<file path="src/rtl/uart_pkg.sv">
// Shared types and constants for the UART RX controller slice.
// Divisor width, idle-timeout length and divisor FSM states.
package uart_pkg;

  localparam int DIV_W        = 16;
  localparam int TIMEOUT_BITS = 40;

  typedef enum logic {
    IDLE,
    PEND
  } div_state_t;

endpackage

</file>
<file path="src/rtl/uart_fifo.sv">
// First-word fall-through byte FIFO with full/empty/level.
// Ports: push_i/wr_data_i in, pop_i/rd_data_o out, full_o, empty_o, level_o.
module uart_fifo #(
  parameter int DEPTH = 16,
  parameter int WIDTH = 8
) (
  input  logic                     clock,
  input  logic                     resetn,
  input  logic                     push_i,
  input  logic [WIDTH-1:0]         wr_data_i,
  input  logic                     pop_i,
  output logic [WIDTH-1:0]         rd_data_o,
  output logic                     full_o,
  output logic                     empty_o,
  output logic [$clog2(DEPTH):0]   level_o
);

  localparam int AW = $clog2(DEPTH);
  localparam int LW = AW + 1;

  logic [WIDTH-1:0] mem [DEPTH];
  logic [AW-1:0]    wr_ptr_q;
  logic [AW-1:0]    rd_ptr_q;
  logic [LW-1:0]    level_q;

  // Pointers wrap naturally since DEPTH is a power of two.
  always_ff @(posedge clock) begin
    if (!resetn) begin
      wr_ptr_q <= '0;
      rd_ptr_q <= '0;
      level_q  <= '0;
    end else begin
      if (push_i) wr_ptr_q <= wr_ptr_q + 1'b1;
      if (pop_i)  rd_ptr_q <= rd_ptr_q + 1'b1;
      if (push_i && !pop_i)
        level_q <= level_q + 1'b1;
      else if (pop_i && !push_i)
        level_q <= level_q - 1'b1;
    end
  end

  always_ff @(posedge clock) begin
    if (push_i) mem[wr_ptr_q] <= wr_data_i;
  end

  assign rd_data_o = mem[rd_ptr_q];
  assign full_o    = (level_q == LW'(DEPTH));
  assign empty_o   = (level_q == '0);
  assign level_o   = level_q;

endmodule

</file>
<file path="src/rtl/uart_rx_ctrl.sv">
// UART RX controller: byte FIFO, overrun flag, safe divisor update, IRQ.
// Optional idle timeout when UART_RX_TIMEOUT_EN is defined.
// Ports: cfg_* divisor/threshold config, rx_* receiver side,
// rd_* FIFO read side, level_o, overrun_o, irq_o, bauddiv_o.
// bauddiv_o = active divisor + 1; a divisor of 16'hFFFF wraps and is illegal.
module uart_rx_ctrl
  import uart_pkg::*;
#(
  parameter int          DEPTH     = 16,
  parameter logic [15:0] RESET_DIV = 16'd433
) (
  input  logic                   clock,
  input  logic                   resetn,
  input  logic [15:0]            cfg_div_i,
  input  logic                   cfg_wr_i,
  input  logic [$clog2(DEPTH):0] cfg_thresh_i,
  output logic                   cfg_pending_o,
  output logic [15:0]            bauddiv_o,
  input  logic [7:0]             rx_byte_i,
  input  logic                   rx_valid_i,
  input  logic                   rx_busy_i,
  input  logic                   rd_en_i,
  output logic [7:0]             rd_data_o,
  output logic                   rd_valid_o,
  output logic [$clog2(DEPTH):0] level_o,
  output logic                   overrun_o,
  input  logic                   clr_overrun_i,
  output logic                   irq_o
);

  logic full;
  logic empty;
  logic push;
  logic pop;
  logic drop;

  // A push into a full FIFO is fine when a pop frees a slot that cycle.
  assign pop  = rd_en_i && !empty;
  assign push = rx_valid_i && (!full || pop);
  assign drop = rx_valid_i && full && !pop;

  uart_fifo #(
    .DEPTH (DEPTH),
    .WIDTH (8)
  ) u_fifo (
    .clock     (clock),
    .resetn    (resetn),
    .push_i    (push),
    .wr_data_i (rx_byte_i),
    .pop_i     (pop),
    .rd_data_o (rd_data_o),
    .full_o    (full),
    .empty_o   (empty),
    .level_o   (level_o)
  );

  assign rd_valid_o = !empty;

  logic overrun_q;

  always_ff @(posedge clock) begin
    if (!resetn)
      overrun_q <= 1'b0;
    else if (drop)
      overrun_q <= 1'b1;
    else if (clr_overrun_i)
      overrun_q <= 1'b0;
  end

  assign overrun_o = overrun_q;

  div_state_t       state_q, state_d;
  logic [DIV_W-1:0] pend_q, pend_d;
  logic [DIV_W-1:0] active_div_q, active_div_d;

  always_ff @(posedge clock) begin
    if (!resetn) begin
      state_q      <= IDLE;
      pend_q       <= '0;
      active_div_q <= RESET_DIV;
    end else begin
      state_q      <= state_d;
      pend_q       <= pend_d;
      active_div_q <= active_div_d;
    end
  end

  // The divisor only moves between frames, never mid-frame.
  always_comb begin
    state_d      = state_q;
    pend_d       = pend_q;
    active_div_d = active_div_q;
    unique case (state_q)
      IDLE: begin
        if (cfg_wr_i) begin
          pend_d  = cfg_div_i;
          state_d = PEND;
        end
      end
      PEND: begin
        if (cfg_wr_i) begin
          pend_d = cfg_div_i;
        end else if (!rx_busy_i) begin
          active_div_d = pend_q;
          state_d      = IDLE;
        end
      end
      default: state_d = IDLE;
    endcase
  end

  assign cfg_pending_o = (state_q == PEND);
  assign bauddiv_o     = active_div_q + 16'd1;

  logic tmo;

`ifdef UART_RX_TIMEOUT_EN
  localparam int BW = $clog2(TIMEOUT_BITS + 1);

  logic [DIV_W-1:0] cyc_q;
  logic [BW-1:0]    bits_q;
  logic             timeout_q;

  // Counts whole baud periods of idle line with data waiting.
  always_ff @(posedge clock) begin
    if (!resetn) begin
      cyc_q     <= '0;
      bits_q    <= '0;
      timeout_q <= 1'b0;
    end else begin
      if (push || pop || rx_busy_i || empty) begin
        cyc_q  <= '0;
        bits_q <= '0;
      end else if (!timeout_q) begin
        if (cyc_q == active_div_q) begin
          cyc_q  <= '0;
          bits_q <= bits_q + 1'b1;
          if (bits_q == BW'(TIMEOUT_BITS - 1))
            timeout_q <= 1'b1;
        end else begin
          cyc_q <= cyc_q + 1'b1;
        end
      end
      if (pop || empty)
        timeout_q <= 1'b0;
    end
  end

  assign tmo = timeout_q;
`else
  assign tmo = 1'b0;
`endif

  assign irq_o = ((level_o >= cfg_thresh_i) && (cfg_thresh_i != '0))
               | overrun_q
               | tmo;

endmodule
</file>
<file path="config.mk">
export PLATFORM = sky130hd
export DESIGN_NAME = uart_rx_ctrl
export DESIGN_NICKNAME = d
export VERILOG_FILES = /design/src/rtl/uart_pkg.sv /design/src/rtl/uart_fifo.sv /design/src/rtl/uart_rx_ctrl.sv
export SDC_FILE = /design/constraint.sdc
export NUM_CORES = 1
export LEC_CHECK = 0
export ABC_AREA = 1
export CAP_MARGIN = 20
export CORE_ASPECT_RATIO = 0.8
export CORE_MARGIN = 10
export CORE_UTILIZATION = 50
export CTS_BUF_LIST = sky130_fd_sc_hd__clkbuf_2
export DETAILED_ROUTE_END_ITERATION = 8
export PLACE_DENSITY = 0.71
export SLEW_MARGIN = 0
export SYNTH_ARGS = -nofsm -noshare
export SYNTH_HDL_FRONTEND = slang
export SYNTH_SLANG_ARGS = --single-unit
</file>
<file path="constraint.sdc">
create_clock -name clock -period 3.8 [get_ports clock]
set_input_delay 0.76 -clock clock [delete_from_list [all_inputs] [get_ports clock]]
set_output_delay 0.76 -clock clock [all_outputs]
set_load 0.005 [all_outputs]
</file>
==> results by group <==
Run status
  • Status: finished, final reports clean

STA
  • Unrepaired setup endpoints after global routing: no
  • Crit share post-route: 92.8%
  • Worst slew margin: 53.9%
  • Setup violators final: 0
  • Total negative slack: 0 ns
  • Fmax: 283 MHz
  • Final min period: 3.53 ns
  • Measured slew at the worst slew-check pin: 0.689 ns
  • Worst hold slack: 0.500 ns
  • Setup Skew: 0.0366 ns
  • Count of pins over their slew limit: 0
  • Fin. Hold Viols: 0

Power and ir drop
  • Leak: 3.47 nW
  • Clock Power Share: 22.0%
  • Sw Share: 33.1%
  • Pwr/cell area: 505 mW/mm^2
  • Combinational fraction of design power: 27.9%
  • Worst ir drop on vdd: 0.205 mV
  • Internal cell power: 0.00304 W
  • P_sw: 0.00151 W
  • Seq pwr share: 50.1%
  • Total power draw: 0.00455 W

CTS
  • TritonCTS buffer count: 17
  • Root buffer cell: clkbuf_2
  • Clock tree from TritonCTS: done
  • Skew-Pair Late Insertion Delay: 0.75 ns
  • # hold bufs at CTS: 0
  • Total clock sinks: 179
  • H-tree levels: 4
  • CTS clk-pin slew, worst paths: 0.27 ns
  • Clk buf depth: 2

Die
  • Initial Util: 51.6%
  • Core area: 0.0152 mm^2
  • Io pins: 69
  • Die height: 132 um
  • Die Area: 0.0212 mm^2
  • Die width: 160 um
  • Rows: 40

Place
  • I/O Buffers: 68
  • Hpwl dp: 12,000 um
  • Routability Congestion: 0.877

Layout
  • Share of cells above drive strength 1: 8.55%
  • Inserted Diodes: 0
  • Fill count: 1,324
  • Area Overhead vs Synth: 14.6%
  • Final net count: 917

Global routing
  • Vias in the first global route: 5,389
  • Largest net degree at the start of global routing: 70
  • Initial antenna violation count: 0
  • GRT Total Usage: 16.6%
  • First-pass GRT wire length: 28,100 um
  • Global route overflow: 0

Logic synthesis
  • Synth unique cells: 28
  • Post-synth ARST share: 0%
  • Number of synthesized register bits: 179
  • Area contributors post-synth: edfxtp_1, dfxtp_1, nand2_1, nor2_1, nand3_1
  • Sequential-to-total area share from yosys stat: 61.9%
  • Ys Warns: 0
  • Largest area contributor in the netlist: edfxtp_1
  • Post-synthesis cell count: 791
  • Top_reg_cell synth: edfxtp_1
  • Most frequent cell after synthesis: nand2_1
  • Top cells by count, synth: nand2_1, edfxtp_1, nor2_1
  • Top-area cell type share of the netlist area: 48.9%
  • Synthesized Nets: 844
  • Avg Inst Size Synth: 9.93 um^2
  • Post-synth EDFFs: 128
  • Synthesized area: 0.00786 mm^2

Routing
  • Total Routed Length: 17,700 um
  • Routed wire per std cell: 16.2 um
  • DRT Pass-1 Iters: 5
  • Vias per std cell: 5.21
  • Initial DRC Count: 574
  • Vias: 5,660
  • DRC viols: 0
  • Post-DRT Antenna Nets: 0

Critical path
  • Worst path slowest cell: dfxtp_1
  • Worst R2R Setup Slack: 1.11 ns
  • R2r worst-path depth: 14
  • CP endpoint: rd_data_o[3]
  • CP Depth: 8
  • Worst path max stage delay: 0.56 ns
  • Reg2reg start: u_fifo.level_o[4]
  • Worst R2R End: u_fifo.level_o[4]
  • Arr. time, crit path: 2.77 ns
  • Crit path top cell by count: nand3_1
  • Worst-path fanout max: 26
  • CP Launch Type: flip-flop
  • CP Cell Sequence: inv_2 > buf_4 > nor2_1 > o21ai_0 > nand3_1 > nand3_1 > nand2_1 > clkdlybuf4s50_1
  • Buffer and inverter count on the worst path: 3
  • Critical setup path kind: flip-flop to primary output
  • Crit. End Element: primary output
  • CP top delay family: buffers and inverters
  • CP Data Required Time: 3.04 ns

Min path
  • Class of the worst hold path: flip-flop to flip-flop
  • Hold Path Cell Cnt: 2

Flow run
  • MaxCap Viol Count: 0
cell type report:
class | count | area (um^2) | area share (%)
inverter | 68 | 258 | 2.86
multi-input combinational | 508 | 2510 | 27.8
tap | 210 | 263 | 2.92
sequential | 179 | 4870 | 54.1
timing repair buffer | 90 | 858 | 9.53
clock inverter | 15 | 166 | 1.85
clock buffer | 17 | 85.1 | 0.945
registers in the layout, indices dropped and copies added (netlist names), named ones only:
signal / flops
u_fifo.level_o: 5
pend_q: 16
u_fifo.rd_ptr_q: 4
u_fifo.mem: 128
overrun_o: 1
active_div_q: 16
u_fifo.wr_ptr_q: 4
cfg_pending_o: 1
power by group through the flow:
stage	Clock [W]	Combinational [W]	Sequential [W]
floorplan	0	0.000883	0.00227
global placement	0	0.00123	0.00231
detailed placement	0	0.00127	0.00232
CTS	0.00103	0.00128	0.00228
global route	0.00112	0.00142	0.00230
finish	0.00100	0.00127	0.00228
layout by cell type (no fill, tap or decap), types with 6 or more instances in the layout:
| master | n |
|---|---|
| nor2_1 | 126 |
| nand2_1 | 149 |
| o21ai_0 | 51 |
| ha_1 | 16 |
| buf_4 | 21 |
| inv_1 | 60 |
| nand3_1 | 64 |
| inv_6 | 6 |
| edfxtp_1 | 128 |
| inv_2 | 6 |
| clkbuf_2 | 17 |
| xor2_1 | 14 |
| a21oi_1 | 21 |
| nor3_1 | 21 |
| dfxtp_1 | 50 |
| o211ai_1 | 13 |
| o21ai_1 | 12 |
| clkdlybuf4s50_1 | 68 |
| o211ai_2 | 9 |
metal layers:
metal | up-vias | part of all wire, % | global-route usage, %
met5 | - | 0 | 0
met4 | 0 | 1.1 | 4.99
met3 | 20 | 6.9 | 4.18
met2 | 180 | 49 | 27.1
met1 | 2655 | 43 | 21.2
li1 | 2805 | - | -
worst min path at each step:
stage | to | slack, ns | from
after floorplan | active_div_q[4] | 0.42 | pend_q[4]
after global placement | active_div_q[7] | 0.44 | pend_q[7]
after detailed placement | active_div_q[8] | 0.45 | pend_q[8]
after CTS | pend_q[10] | 0.43 | cfg_div_i[10]
after global routing | pend_q[12] | 0.43 | cfg_div_i[12]
final | active_div_q[8] | 0.50 | pend_q[8]
worst reg2reg max path, stage by stage (launching register included):
cell and delay (ns):
dfxtp_1 0.53, inv_2 0.08, nor2_1 0.14, nand3_1 0.11, nand2_2 0.31, inv_1 0.14, ha_1 0.27, inv_1 0.15
ha_1 0.27, or2_2 0.32, nand2_1 0.07, nand2_1 0.05, nand2_1 0.05, nand2_1 0.05, a21oi_1 0.12
through the flow:
step / util [%] / cells / worst slack, ns / cell area [um^2]
global route: 59.2 / 1087 / 0.0403 / 9010
finish: 59.2 / 1087 / 0.273 / 9010
detailed placement: 57.5 / 1055 / 0.462 / 8750
global placement: 57.5 / 1055 / 0.551 / 8750
floorplan: - / 791 / 1.45 / 7860
CTS: 59.2 / 1087 / 0.0232 / 9000
cells by family (layout without fill, tap and decap cells):
| family | Yosys count | after routing | share of synthesized area, % |
|---|---|---|---|
| simple gates | 368 | 368 | 19.2 |
| flops | 179 | 179 | 61.9 |
| compound gates | 107 | 107 | 8.12 |
| buf+inv | 104 | 190 | 6.16 |
| fa+ha+maj | 17 | 17 | 2.80 |
| xor+xnor | 16 | 16 | 1.78 |
repair_timing:
| action | CTS | global route |
|---|---|---|
| gates resized for setup | 1 | 1 |
| endpoints found under the setup margin | 2 | 6 |
| pin swaps | 0 | 0 |
| setup buffers | 0 | 0 |
(Power assumes the default switching activity.)
